==> config.mk <==
export PLATFORM = sky130hd
export DESIGN_NAME = restoring_div_seq
export DESIGN_NICKNAME = d
export VERILOG_FILES = /design/src/rtl/div_pkg.sv /design/src/rtl/restoring_div_seq_ripple_sub.sv /design/src/rtl/restoring_div_seq.sv
export SDC_FILE = /design/constraint.sdc
export NUM_CORES = 1
export LEC_CHECK = 0
export ABC_AREA = 1
export CAP_MARGIN = 20
export CORE_MARGIN = 1
export CORE_UTILIZATION = 47
export DETAILED_ROUTE_END_ITERATION = 16
export PLACE_DENSITY = 0.81
export SYNTH_ARGS = -nofsm -noshare
export SYNTH_HDL_FRONTEND = slang
export SYNTH_SLANG_ARGS = --single-unit
==> constraint.sdc <==
create_clock -name clk -period 4.48 [get_ports clk]
set_input_delay 1.344 -clock clk [delete_from_list [all_inputs] [get_ports clk]]
set_output_delay 1.344 -clock clk [all_outputs]
set_load 0.005 [all_outputs]
==> src/rtl/div_pkg.sv <==
// div_pkg: shared FSM state encoding and default operand width for the restoring divider
// Ports: none (package); exports state_t {IDLE, RUN, DONE} and DIV_WIDTH
package div_pkg;
   localparam int DIV_WIDTH = 8;
   typedef enum logic [1:0] {
      IDLE = 2'd0,
      RUN  = 2'd1,
      DONE = 2'd2
   } state_t;
endpackage

==> src/rtl/restoring_div_seq_ripple_sub.sv <==
// ripple_sub: W-bit ripple-borrow subtractor (a - b) chained from one-bit full-subtractor cells
// Ports: a, b (W bits) -> diff (W bits), borrow_out (high when b > a)
module full_sub (
   input  logic a,
   input  logic b,
   input  logic bin,
   output logic d,
   output logic bout
);
   assign d    = a ^ b ^ bin;
   assign bout = (~a & b) | (~(a ^ b) & bin);
endmodule

module ripple_sub
   import div_pkg::*;
#(
   parameter int W = DIV_WIDTH + 1
) (
   input  logic [W-1:0] a,
   input  logic [W-1:0] b,
   output logic [W-1:0] diff,
   output logic         borrow_out
);
   logic [W:0] br;
   assign br[0] = 1'b0;
   for (genvar i = 0; i < W; i++) begin : g_cell
      full_sub u_fs (
         .a(a[i]),
         .b(b[i]),
         .bin(br[i]),
         .d(diff[i]),
         .bout(br[i+1])
      );
   end
   assign borrow_out = br[W];
endmodule

==> src/rtl/restoring_div_seq.sv <==
// restoring_div_seq: sequential unsigned restoring divider producing one quotient bit per clock
// Ports: clk, rst (sync, active-high), start, dividend, divisor -> busy, done, quotient, remainder, dz
// Option: define DIV_ZERO_DETECT_EN to short-circuit a zero divisor to DONE with dz=1
module restoring_div_seq
   import div_pkg::*;
#(
   parameter int WIDTH = DIV_WIDTH
) (
   input  logic             clk,
   input  logic             rst,
   input  logic             start,
   input  logic [WIDTH-1:0] dividend,
   input  logic [WIDTH-1:0] divisor,
   output logic             busy,
   output logic             done,
   output logic [WIDTH-1:0] quotient,
   output logic [WIDTH-1:0] remainder,
   output logic             dz
);
   localparam int CW = $clog2(WIDTH);
`ifdef DIV_ZERO_DETECT_EN
   localparam bit ZERO_DETECT = 1'b1;
`else
   localparam bit ZERO_DETECT = 1'b0;
`endif
   state_t           state;
   logic [CW-1:0]    cnt;
   logic [WIDTH:0]   rem, rem_sh, rem_n, diff;
   logic [WIDTH-1:0] dq, dq_n, dvs, q_r, r_r;
   logic             borrow, dz_r, zero_skip;
   // dq starts as the dividend and fills with quotient bits from the right as it shifts out
   assign rem_sh = (WIDTH+1)'({rem, dq[WIDTH-1]});
   ripple_sub #(.W(WIDTH + 1)) u_sub (
      .a(rem_sh),
      .b({1'b0, dvs}),
      .diff(diff),
      .borrow_out(borrow)
   );
   assign rem_n     = borrow ? rem_sh : diff;
   assign dq_n      = {dq[WIDTH-2:0], ~borrow};
   assign zero_skip = ZERO_DETECT && (dvs == '0);
   always_ff @(posedge clk) begin
      if (rst) begin
         state <= IDLE;
         cnt   <= '0;
         rem   <= '0;
         dq    <= '0;
         dvs   <= '0;
         q_r   <= '0;
         r_r   <= '0;
         dz_r  <= 1'b0;
      end else begin
         case (state)
            IDLE: if (start) begin
               dq    <= dividend;
               dvs   <= divisor;
               rem   <= '0;
               cnt   <= CW'(WIDTH - 1);
               state <= RUN;
            end
            RUN: if (zero_skip) begin
               // dq still holds the untouched dividend on the first RUN cycle
               q_r   <= '1;
               r_r   <= dq;
               dz_r  <= 1'b1;
               state <= DONE;
            end else begin
               rem <= rem_n;
               dq  <= dq_n;
               cnt <= cnt - CW'(1);
               if (cnt == '0) begin
                  q_r   <= dq_n;
                  r_r   <= rem_n[WIDTH-1:0];
                  dz_r  <= 1'b0;
                  state <= DONE;
               end
            end
            DONE:    state <= IDLE;
            default: state <= IDLE;
         endcase
      end
   end
   assign busy      = state != IDLE;
   assign done      = state == DONE;
   assign quotient  = q_r;
   assign remainder = r_r;
   assign dz        = dz_r;
endmodule

**Word-level counts from Yosys, hierarchy flattened**

Index checks and enable logic that the tools add are counted.

- Output and inout bits: 19
- Word-level logic and storage cells: 85
- Register bits after elaboration: 45
- Input port bits: 19

- Reductions and logical operators: 8
- Multiplexer cells: 10
- Add/subtract/negate cells: 1
- Bitwise gates (word level): 55
- Equality and inequality tests: 4

Operators by type and width:

| kind | number |
|---|---|
| case mux 8 bit (2 select lines) | 2 |
| 2-to-1 mux 8 bit | 3 |
| inverter 1 bit | 17 |
| AND 1 bit | 16 |
| bitwise XOR 1 bit | 15 |
| AND reduction 2 bit | 4 |
| bitwise OR 1 bit | 7 |
| case mux 3 bit (2 select lines) | 1 |
| 2-to-1 mux 2 bit | 2 |
| != test 2 bit (second input constant) | 2 |
| case mux 2 bit (2 select lines) | 1 |
| nonzero test 2 bit | 2 |
| logical NOT 3 bit | 1 |
| 2-to-1 mux 3 bit | 1 |
| subtractor 3 x 1 -> 3 bit (second input constant) | 1 |
| equality test 2 x 1 -> 1 bit (second input constant) | 1 |
| equality test 2 bit (second input constant) | 1 |
| logical NOT 2 bit | 1 |

**Logic depth before layout (Yosys ltp)**

Gate-level depths: netlist (run 1).

- Depth after elaboration: 19
- Depth in mapped cells: 18
- Mapped depth without buffers: 17

**Hierarchy**

From an unflattened synthesis (run 1), not the netlist that was laid out.

- Cell total of the unflattened synthesis: 302
- Area, all modules: 2153.3 um^2

By module, submodules not included:

| module | instances | area an instance (um^2) | cells an instance | seq. area each (um^2) |
|---|---|---|---|---|
| restoring_div_seq | 1 | 1871.8 | 266 | 900.9 |
| full_sub at u_sub.g_cell[0].u_fs ... | 8 | 31.3 | 4 | 0.0 |
| full_sub at u_sub.g_cell[3].u_fs | 1 | 27.5 | 3 | 0.0 |
| ripple_sub | 1 | 3.8 | 1 | 0.0 |

**Worst setup path before layout (run 1)**

Ideal clock, no wire load.

- Path type: register to register
- Start: reg dq[7]
- End: reg r_r[2] (netlist: remainder[2])
- Required time: 4.415 ns
- Setup slack: 0.248 ns
- Stages on the path, launching flop included: 19
- Setup time: 0.065 ns
- Arrival: 4.167 ns
- Clock period less this slack: 4.232 ns
- Path buffers: 1
- Cells stage by stage: dfxtp_1 -> inv_1 -> ha_1 -> inv_1 -> fa_1 -> fa_1 -> fa_1 -> fa_1 -> fa_1 -> fa_1 -> inv_1 -> fa_1 -> buf_4 -> inv_1 -> nor2_1 -> nand2_1 -> nand2_1 -> nor2_1 -> nor2_1

- Longest elaborated chain between the ends: 18
- Elaborated cells between the ends (all ways): 19
- Those cells by class: mux (1); bitwise (18)

Ends and longest elaborated chain:

| item | RTL line | RTL |
|---|---|---|
| start, declared | restoring_div_seq.sv:29 | `logic [WIDTH-1:0] dq, dq_n, dvs, q_r, r_r;` |
| start signal, assigned | restoring_div_seq.sv:55 | `dq <= dividend;` |
| start signal, assigned | restoring_div_seq.sv:69 | `dq <= dq_n;` |
| inverter 1 bit (*) | restoring_div_seq_ripple_sub.sv:11 | `assign bout = (~a & b) \| (~(a ^ b) & bin);` |
| AND 1 bit (*) (2 in series) | restoring_div_seq_ripple_sub.sv:11 |  |
| bitwise OR 1 bit (*) | restoring_div_seq_ripple_sub.sv:11 |  |
| AND 1 bit | restoring_div_seq_ripple_sub.sv:11 |  |
| bitwise OR 1 bit | restoring_div_seq_ripple_sub.sv:11 |  |
| AND 1 bit | restoring_div_seq_ripple_sub.sv:11 |  |
| bitwise OR 1 bit | restoring_div_seq_ripple_sub.sv:11 |  |
| AND 1 bit | restoring_div_seq_ripple_sub.sv:11 |  |
| bitwise OR 1 bit | restoring_div_seq_ripple_sub.sv:11 |  |
| AND 1 bit | restoring_div_seq_ripple_sub.sv:11 |  |
| bitwise OR 1 bit | restoring_div_seq_ripple_sub.sv:11 |  |
| AND 1 bit | restoring_div_seq_ripple_sub.sv:11 |  |
| bitwise OR 1 bit | restoring_div_seq_ripple_sub.sv:11 |  |
| AND 1 bit | restoring_div_seq_ripple_sub.sv:11 |  |
| bitwise OR 1 bit | restoring_div_seq_ripple_sub.sv:11 |  |
| AND 1 bit | restoring_div_seq_ripple_sub.sv:11 |  |
| 2-to-1 mux 8 bit (*) | restoring_div_seq.sv:39 | `assign rem_n = borrow ? rem_sh : diff;` |
| end signal, assigned | restoring_div_seq.sv:64 | `r_r <= dq;` |
| end signal, assigned | restoring_div_seq.sv:73 | `r_r <= rem_n[WIDTH-1:0];` |
| end, declared | restoring_div_seq.sv:29 |  |

Every way passes the cells marked *; elsewhere a longest branch is shown, timed or not.
A chain may end at the register's enable or synchronous reset.

**Final worst setup path (run 1)**

- Start: reg dq[7]
- End: reg r_r[5] (netlist: remainder[5])

- Longest elaborated chain between the ends: 18
- Elaborated cells between the ends (all ways): 19
- Those cells by class: mux (1); bitwise (18)

Ends and longest elaborated chain:

| item | RTL line |
|---|---|
| inverter 1 bit (*) | restoring_div_seq_ripple_sub.sv:11 |
| AND 1 bit (*) (2 in series) | restoring_div_seq_ripple_sub.sv:11 |
| bitwise OR 1 bit (*) | restoring_div_seq_ripple_sub.sv:11 |
| AND 1 bit (*) | restoring_div_seq_ripple_sub.sv:11 |
| bitwise OR 1 bit (*) | restoring_div_seq_ripple_sub.sv:11 |
| AND 1 bit (*) | restoring_div_seq_ripple_sub.sv:11 |
| bitwise OR 1 bit (*) | restoring_div_seq_ripple_sub.sv:11 |
| AND 1 bit (*) | restoring_div_seq_ripple_sub.sv:11 |
| bitwise OR 1 bit (*) | restoring_div_seq_ripple_sub.sv:11 |
| AND 1 bit | restoring_div_seq_ripple_sub.sv:11 |
| bitwise OR 1 bit | restoring_div_seq_ripple_sub.sv:11 |
| AND 1 bit | restoring_div_seq_ripple_sub.sv:11 |
| bitwise OR 1 bit | restoring_div_seq_ripple_sub.sv:11 |
| AND 1 bit | restoring_div_seq_ripple_sub.sv:11 |
| bitwise OR 1 bit | restoring_div_seq_ripple_sub.sv:11 |
| AND 1 bit | restoring_div_seq_ripple_sub.sv:11 |
| 2-to-1 mux 8 bit (*) | restoring_div_seq.sv:39 |

Marks and branches as above.

==> results of run 1 <==
==> kinds of logic (layout without fill, tap and decap cells) <==
logic type	after synthesis	count (layout)	share of synthesized area, %
buffers and inverters	53	89	9.86
flip-flops	45	45	41.0
AND/OR/NAND/NOR	171	171	32.1
other	1	1	0.171
XOR/XNOR	1	1	0.399
adder cells (fa/ha/maj)	10	10	8.09
AO/OA/AOI/OAI	36	36	8.38
==> metrics by stage <==
stage	instances	area (um^2)
after floorplan	317	2200
after global placement	397	2590
after detailed placement	397	2590
after CTS	405	2680
after global routing	405	2690
final	405	2690
==> power breakdown <==
group / total [mW] / switching (mW) / internal (mW)
clock: 0.253 / 0.143 / 0.110
combinational: 0.336 / 0.195 / 0.141
sequential: 0.457 / 0.0230 / 0.434
==> final timing paths <==
kind / from / to / slack (ns) / depth (start not counted)
min reg2reg: dq[5]$_SDFFE_PP0P_ / quotient[6]$_SDFFE_PP0P_ / 0.45 / 2
max reg2reg: dq[7]$_SDFFE_PP0P_ / remainder[5]$_SDFFE_PP0P_ / 0.23 / 18
min: dq[5]$_SDFFE_PP0P_ / quotient[6]$_SDFFE_PP0P_ / 0.45 / 2
max: dq[7]$_SDFFE_PP0P_ / remainder[5]$_SDFFE_PP0P_ / 0.23 / 18
==> what timing repair did <==
| action | 4_1_cts | 5_1_grt |
|---|---|---|
| hold buffers | 0 | 0 |
| buffers inserted | 0 | 0 |
| gates resized for setup | 0 | 5 |
| setup endpoints to repair | 0 | 17 |
==> sequential cells by signal, summed over array words and instances, names as in the netlist <==
register and cells:
remainder 8, quotient 8, dvs 8, cnt 3, dq 8, rem 8
state 2
==> placed cells by master (no fill, tap or decap), drive strengths merged <==
cell type | synthesis | final
o21ai | 24 | 24
clkdlybuf4s50 | 0 | 36
clkbuf | 3 | 6
buf | 9 | 4
nand3 | 26 | 26
clkinvlp | 0 | 2
inv | 41 | 41
nand2 | 91 | 91
nor2 | 54 | 54
xnor2 | 1 | 1
ha | 3 | 3
fa | 7 | 7
a21oi | 12 | 12
dfxtp | 45 | 45
conb | 1 | 1
==> critical path: cells and delay by family, from the launching register on <==
family | cells | cell delay (ns)
flip-flops | 1 | 0.32
adder cells (fa/ha/maj) | 8 | 3.01
AND/OR/NAND/NOR | 5 | 0.39
buffers and inverters | 5 | 0.46
==> Yosys cell counts <==
master    number
a21oi_1       12
buf_1          1
buf_2          5
buf_4          3
clkbuf_1       3
conb_1         1
dfxtp_1       45
fa_1           7
ha_1           3
inv_1         39
inv_2          2
nand2_1       90
nand2_2        1
nand3_1       25
nand3_4        1
nor2_1        52
nor2_4         2
o21ai_0       23
o21ai_2        1
xnor2_1        1
==> metal layers <==
metal | GRT usage (%) | up-vias | routed length [um]
met5 | 0 | - | 0
li1 | - | 1032 | -
met1 | 27.3 | 893 | 2170
met4 | 8.22 | 0 | 87
met2 | 34.9 | 46 | 2330
met3 | 4.76 | 8 | 215
==> final cells by class <==
| class | instances | area [um^2] |
|---|---|---|
| fillers | 439 | 1720 |
| multi-input cells | 219 | 1090 |
| repair buffers | 40 | 390 |
| clock buffers | 6 | 72.6 |
| flip-flops and latches | 45 | 901 |
| well taps | 52 | 65.1 |
| inverters | 41 | 154 |
| clock inverters | 2 | 15.0 |
==> impl_metrics.json, run 1 <==
{
  "outcome": "finished clean",
  "ys_top_cells_by_area": "dfxtp_1 (41%), nand2_1 (15%), nor2_1 (8.9%)",
  "pin_count": 38,
  "cts_inserted_buffers": 5,
  "drt-initial-drc-count": 173,
  "dieArea_um2": 4950,
  "finalPower_mw": 1.05,
  "firstDrtPassIters": 4,
  "crit_type": "flop to flop",
  "crit_path_end_kind": "flop",
  "antennaDiodeCount": 0,
  "die_height_um": 70.4,
  "clock-root-buffer": "clkbuf_8",
  "ant_nets": 0,
  "drt-total-wl_um": 4800,
  "p_leak_nw": 1.23,
  "worstPathArrival_ns": 4.49,
  "place_ws_ns": 0.157,
  "start_util_pct": 49.7,
  "synth_cells": 317,
  "gr-usage-all-layers_pct": 21.4,
  "start_kind": "flop",
  "grt_pass1_wl_um": 8260,
  "p_per_area_nw_per_um2": 389,
  "fin_worst_skew_ns": 0.00971,
  "setup_ws_ns": 0.233,
  "wl_per_cell_um": 11.9,
  "clock_latency_ns": 0.31,
  "io_buffer_count": 36,
  "drc_errors": 0,
  "final_util_pct": 61.0,
  "grt_max_degree": 27,
  "min_period_ns": 4.25,
  "nNetsFinal": 381,
  "fin_hold_ws_ns": 0.451,
  "place.detailed.hpwl_um": 3330,
  "drv_slew": 0,
  "clkTransAtPathRegs_ns": 0.09,
  "yosysTopAreaCell": "dfxtp_1",
  "synthesis.area_um2": 2200,
  "area_growth_pct": 22.6,
  "clock_sinks": 45,
  "gp_congestion": 0.855,
  "grt_overflow": 0,
  "tns_ns": 0,
  "ys_seq_area_share_pct": 41.0,
  "vias": 1979,
  "path_max_fanout": 4,
  "avgSynthCellArea_um2": 6.93,
  "worst_pin_slew_ns": 1.05,
  "core_um2": 4410,
  "yosys.cell_types.count": 20,
  "hold_path_class": "flop to flop",
  "drive_gt1_share_pct": 6.23,
  "setup_viol": 0,
  "grt_pass1_vias": 1861,
  "antenna_found_initial": 0,
  "vias_per_cell": 4.89,
  "drv_cap": 0,
  "crit_chain": "inv_1 -> ha_1 -> inv_1 -> fa_1 -> fa_2 -> fa_1 -> fa_1 -> fa_2 -> fa_1 -> inv_1 -> fa_2 -> inv_1 -> nor2_2 -> buf_4 -> nand2_1 -> nand2_1 -> nor2_1 -> nor2_1",
  "synth.top_cell.area_share_pct": 41.0,
  "period_share_pct": 94.8,
  "hold_viol_final": 0,
  "htreeDepth": 2,
  "cp.required_ns": 4.72,
  "fmax_ghz": 0.235,
  "ys_warn_count": 0,
  "cp_slowest_cell": "fa_1",
  "slew_headroom_pct": 29.7,
  "cts_tree": "done",
  "vdd_ir_drop_max_mv": 0.259,
  "yosys_register_bits": 45,
  "rows": 24,
  "slowest_delay_ns": 0.47,
  "fp.dieW_um": 70.4,
  "syn-num-nets": 346,
  "clock_path_buffers": 2
}
Power figures use the tool's default switching activity.
==> run 2: changes to the inputs <==
CTS_CLUSTER_DIAMETER = 200   (was not set)
SLEW_MARGIN = 15   (was not set)
==> results of run 2 <==
Same layout as run 1: the final DEF is identical, and so are final timing and power.
==> run 3: changes to the inputs <==
CORE_ASPECT_RATIO = 2   (was not set)
==> run 3 against run 2 <==
  * Clock-buffer cell count up 1
  * Worst setup slack got worse by 0.051 ns
  * Clock skew decreased by 0.0036 ns
  * Highest routed layer unchanged
  * Sequential share of layout area is 0.54 points lower
  * Clock power up 26%
  * Final cell count increased by 0.49%
  * Critical path type unchanged
  * Cell area rose by 1.6%
  * Sequential power hardly changed
  * Via count increased by 2.5%
  * Register-to-register slack worse by 0.05 ns
==> impl_metrics.json, run 3 (same netlist as run 1, synthesis figures left out) <==
{
  "area_growth_pct": 24.6,
  "drc_errors": 0,
  "ant_nets": 0,
  "stdcell_count": 407,
  "drv_cap": 0,
  "fillers": 422,
  "multi_input_area_um2": 1090,
  "fp.dieW_um": 50.3,
  "nNetsFinal": 381,
  "hold_path_class": "flop to flop",
  "final_cell_mix": "nand2_1 (90), nor2_1 (51), dfxtp_1 (45)",
  "cp_slowest_cell": "fa_1",
  "place.detailed.hpwl_um": 3330,
  "p_leak_nw": 1.25,
  "vias": 2028,
  "crit_type": "flop to flop",
  "fmax_ghz": 0.233,
  "fin_worst_skew_ns": 0.00608,
  "crit_chain": "inv_1 -> ha_1 -> inv_1 -> fa_1 -> fa_1 -> fa_2 -> fa_2 -> fa_1 -> fa_1 -> inv_1 -> fa_2 -> inv_1 -> nor2_2 -> buf_4 -> nand2_1 -> nand2_1 -> nor2_1 -> nor2_1",
  "grt_pass1_vias": 1929,
  "clock-root-buffer": "clkbuf_8",
  "vias_per_cell": 4.98,
  "dieArea_um2": 4970,
  "cts_tree": "done",
  "setup_viol": 0,
  "grt_overflow": 0,
  "grt_max_degree": 35,
  "cts.hold.buffers_added": 0,
  "wl_per_cell_um": 12.0,
  "clkTransAtPathRegs_ns": 0.08,
  "drive_gt1_share_pct": 6.23,
  "slowest_delay_ns": 0.47,
  "die_height_um": 98.7,
  "cts_inserted_buffers": 5,
  "cp.required_ns": 4.72,
  "place_inst": 398,
  "hold_viol_final": 0,
  "min_period_ns": 4.30,
  "outcome": "finished clean",
  "period_share_pct": 95.9,
  "antenna_found_initial": 0,
  "drv_slew": 0,
  "regArea_um2": 901,
  "antennaDiodeCount": 0,
  "mostFrequentLayoutCell": "nand2_1",
  "drt-initial-drc-count": 65,
  "rows": 34,
  "htreeDepth": 2,
  "pin_count": 38,
  "worstPathArrival_ns": 4.54,
  "gr-usage-all-layers_pct": 21.5,
  "io_buffer_count": 36,
  "slew_headroom_pct": 31.0,
  "path_max_fanout": 5,
  "firstDrtPassIters": 4,
  "grt_pass1_wl_um": 8180,
  "start_kind": "flop",
  "crit_path_end_kind": "flop",
  "p_per_area_nw_per_um2": 412,
  "clock_sinks": 45,
  "drt-total-wl_um": 4890,
  "start_util_pct": 49.6,
  "clock_latency_ns": 0.30,
  "worst_pin_slew_ns": 1.03,
  "vdd_ir_drop_max_mv": 0.361,
  "core_um2": 4420,
  "clock_path_buffers": 2,
  "final_util_pct": 61.8,
  "gp_congestion": 0.795
}
run 3: cell types whose count changed in the layout (fill, tap and decap cells not counted), sizes merged:
cell	before	now
clkinvlp	2	0
bufinv	0	1
clkbuf	6	7
run 3: worst max-delay path: cells and delay by family (launching register included):
family | cells | cell delay (ns)
AND/OR/NAND/NOR | 5 | 0.39
flip-flops | 1 | 0.32
buffers and inverters | 5 | 0.48
adder cells (fa/ha/maj) | 8 | 3.05
run 3: power by group:
group          total [mW]  switching [mW]  internal (mW)
Sequential          0.458          0.0240          0.434
Combinational       0.350           0.197          0.153
Clock               0.319           0.137          0.182
run 3: what timing repair did:
| action | 4_1_cts | 5_1_grt |
|---|---|---|
| resized for setup | 1 | 4 |
| setup endpoints to repair | 6 | 17 |
| pin swaps | 0 | 1 |
| setup buffers | 0 | 1 |
run 3: through the flow:
| step | cell area, um^2 | setup TNS [ns] | hold WS (ns) | power (mW) | worst slack, ns |
|---|---|---|---|---|---|
| 3_3_place_gp | 2580 | 0 | 0.425 | 0.778 | 0.111 |
| 5_1_grt | 2740 | -0.0244 | 0.486 | 1.19 | -0.0244 |
| 3_5_place_dp | 2580 | 0 | 0.432 | 0.789 | 0.0592 |
| 4_1_cts | 2700 | 0 | 0.452 | 1.11 | 0.00280 |
| 2_1_floorplan | 2200 | 0 | 0.419 | 0.692 | 0.248 |
| 6_report | 2740 | 0 | 0.454 | 1.13 | 0.182 |
run 3: final cells by class:
class	instances	area share [%]
clock buffer	7	3.16
clock inverter	1	1.10
inverter	41	5.63
multi-input combinational	219	40.0
sequential	45	32.9
tap	54	2.47
timing repair buffer	40	14.7
run 3: final timing paths:
kind	start	to	slack, ns	depth (start not counted)
worst max-delay path	dq[7]$_SDFFE_PP0P_	remainder[4]$_SDFFE_PP0P_	0.18	18
worst min-delay path	dq[3]$_SDFFE_PP0P_	quotient[4]$_SDFFE_PP0P_	0.45	2
worst max register to register	dq[7]$_SDFFE_PP0P_	remainder[4]$_SDFFE_PP0P_	0.18	18
worst min register to register	dq[3]$_SDFFE_PP0P_	quotient[4]$_SDFFE_PP0P_	0.45	2
run 3: per-layer routing:
layer | routed length (um) | global-route usage [%] | share of wire [%] | vias up
met5 | 0 | 0 | 0 | -
met3 | 166 | 3.24 | 3.4 | 9
li1 | - | - | - | 1034
met1 | 1910 | 21.4 | 39 | 938
met4 | 102 | 9.19 | 2.1 | 0
met2 | 2710 | 41.6 | 55 | 47
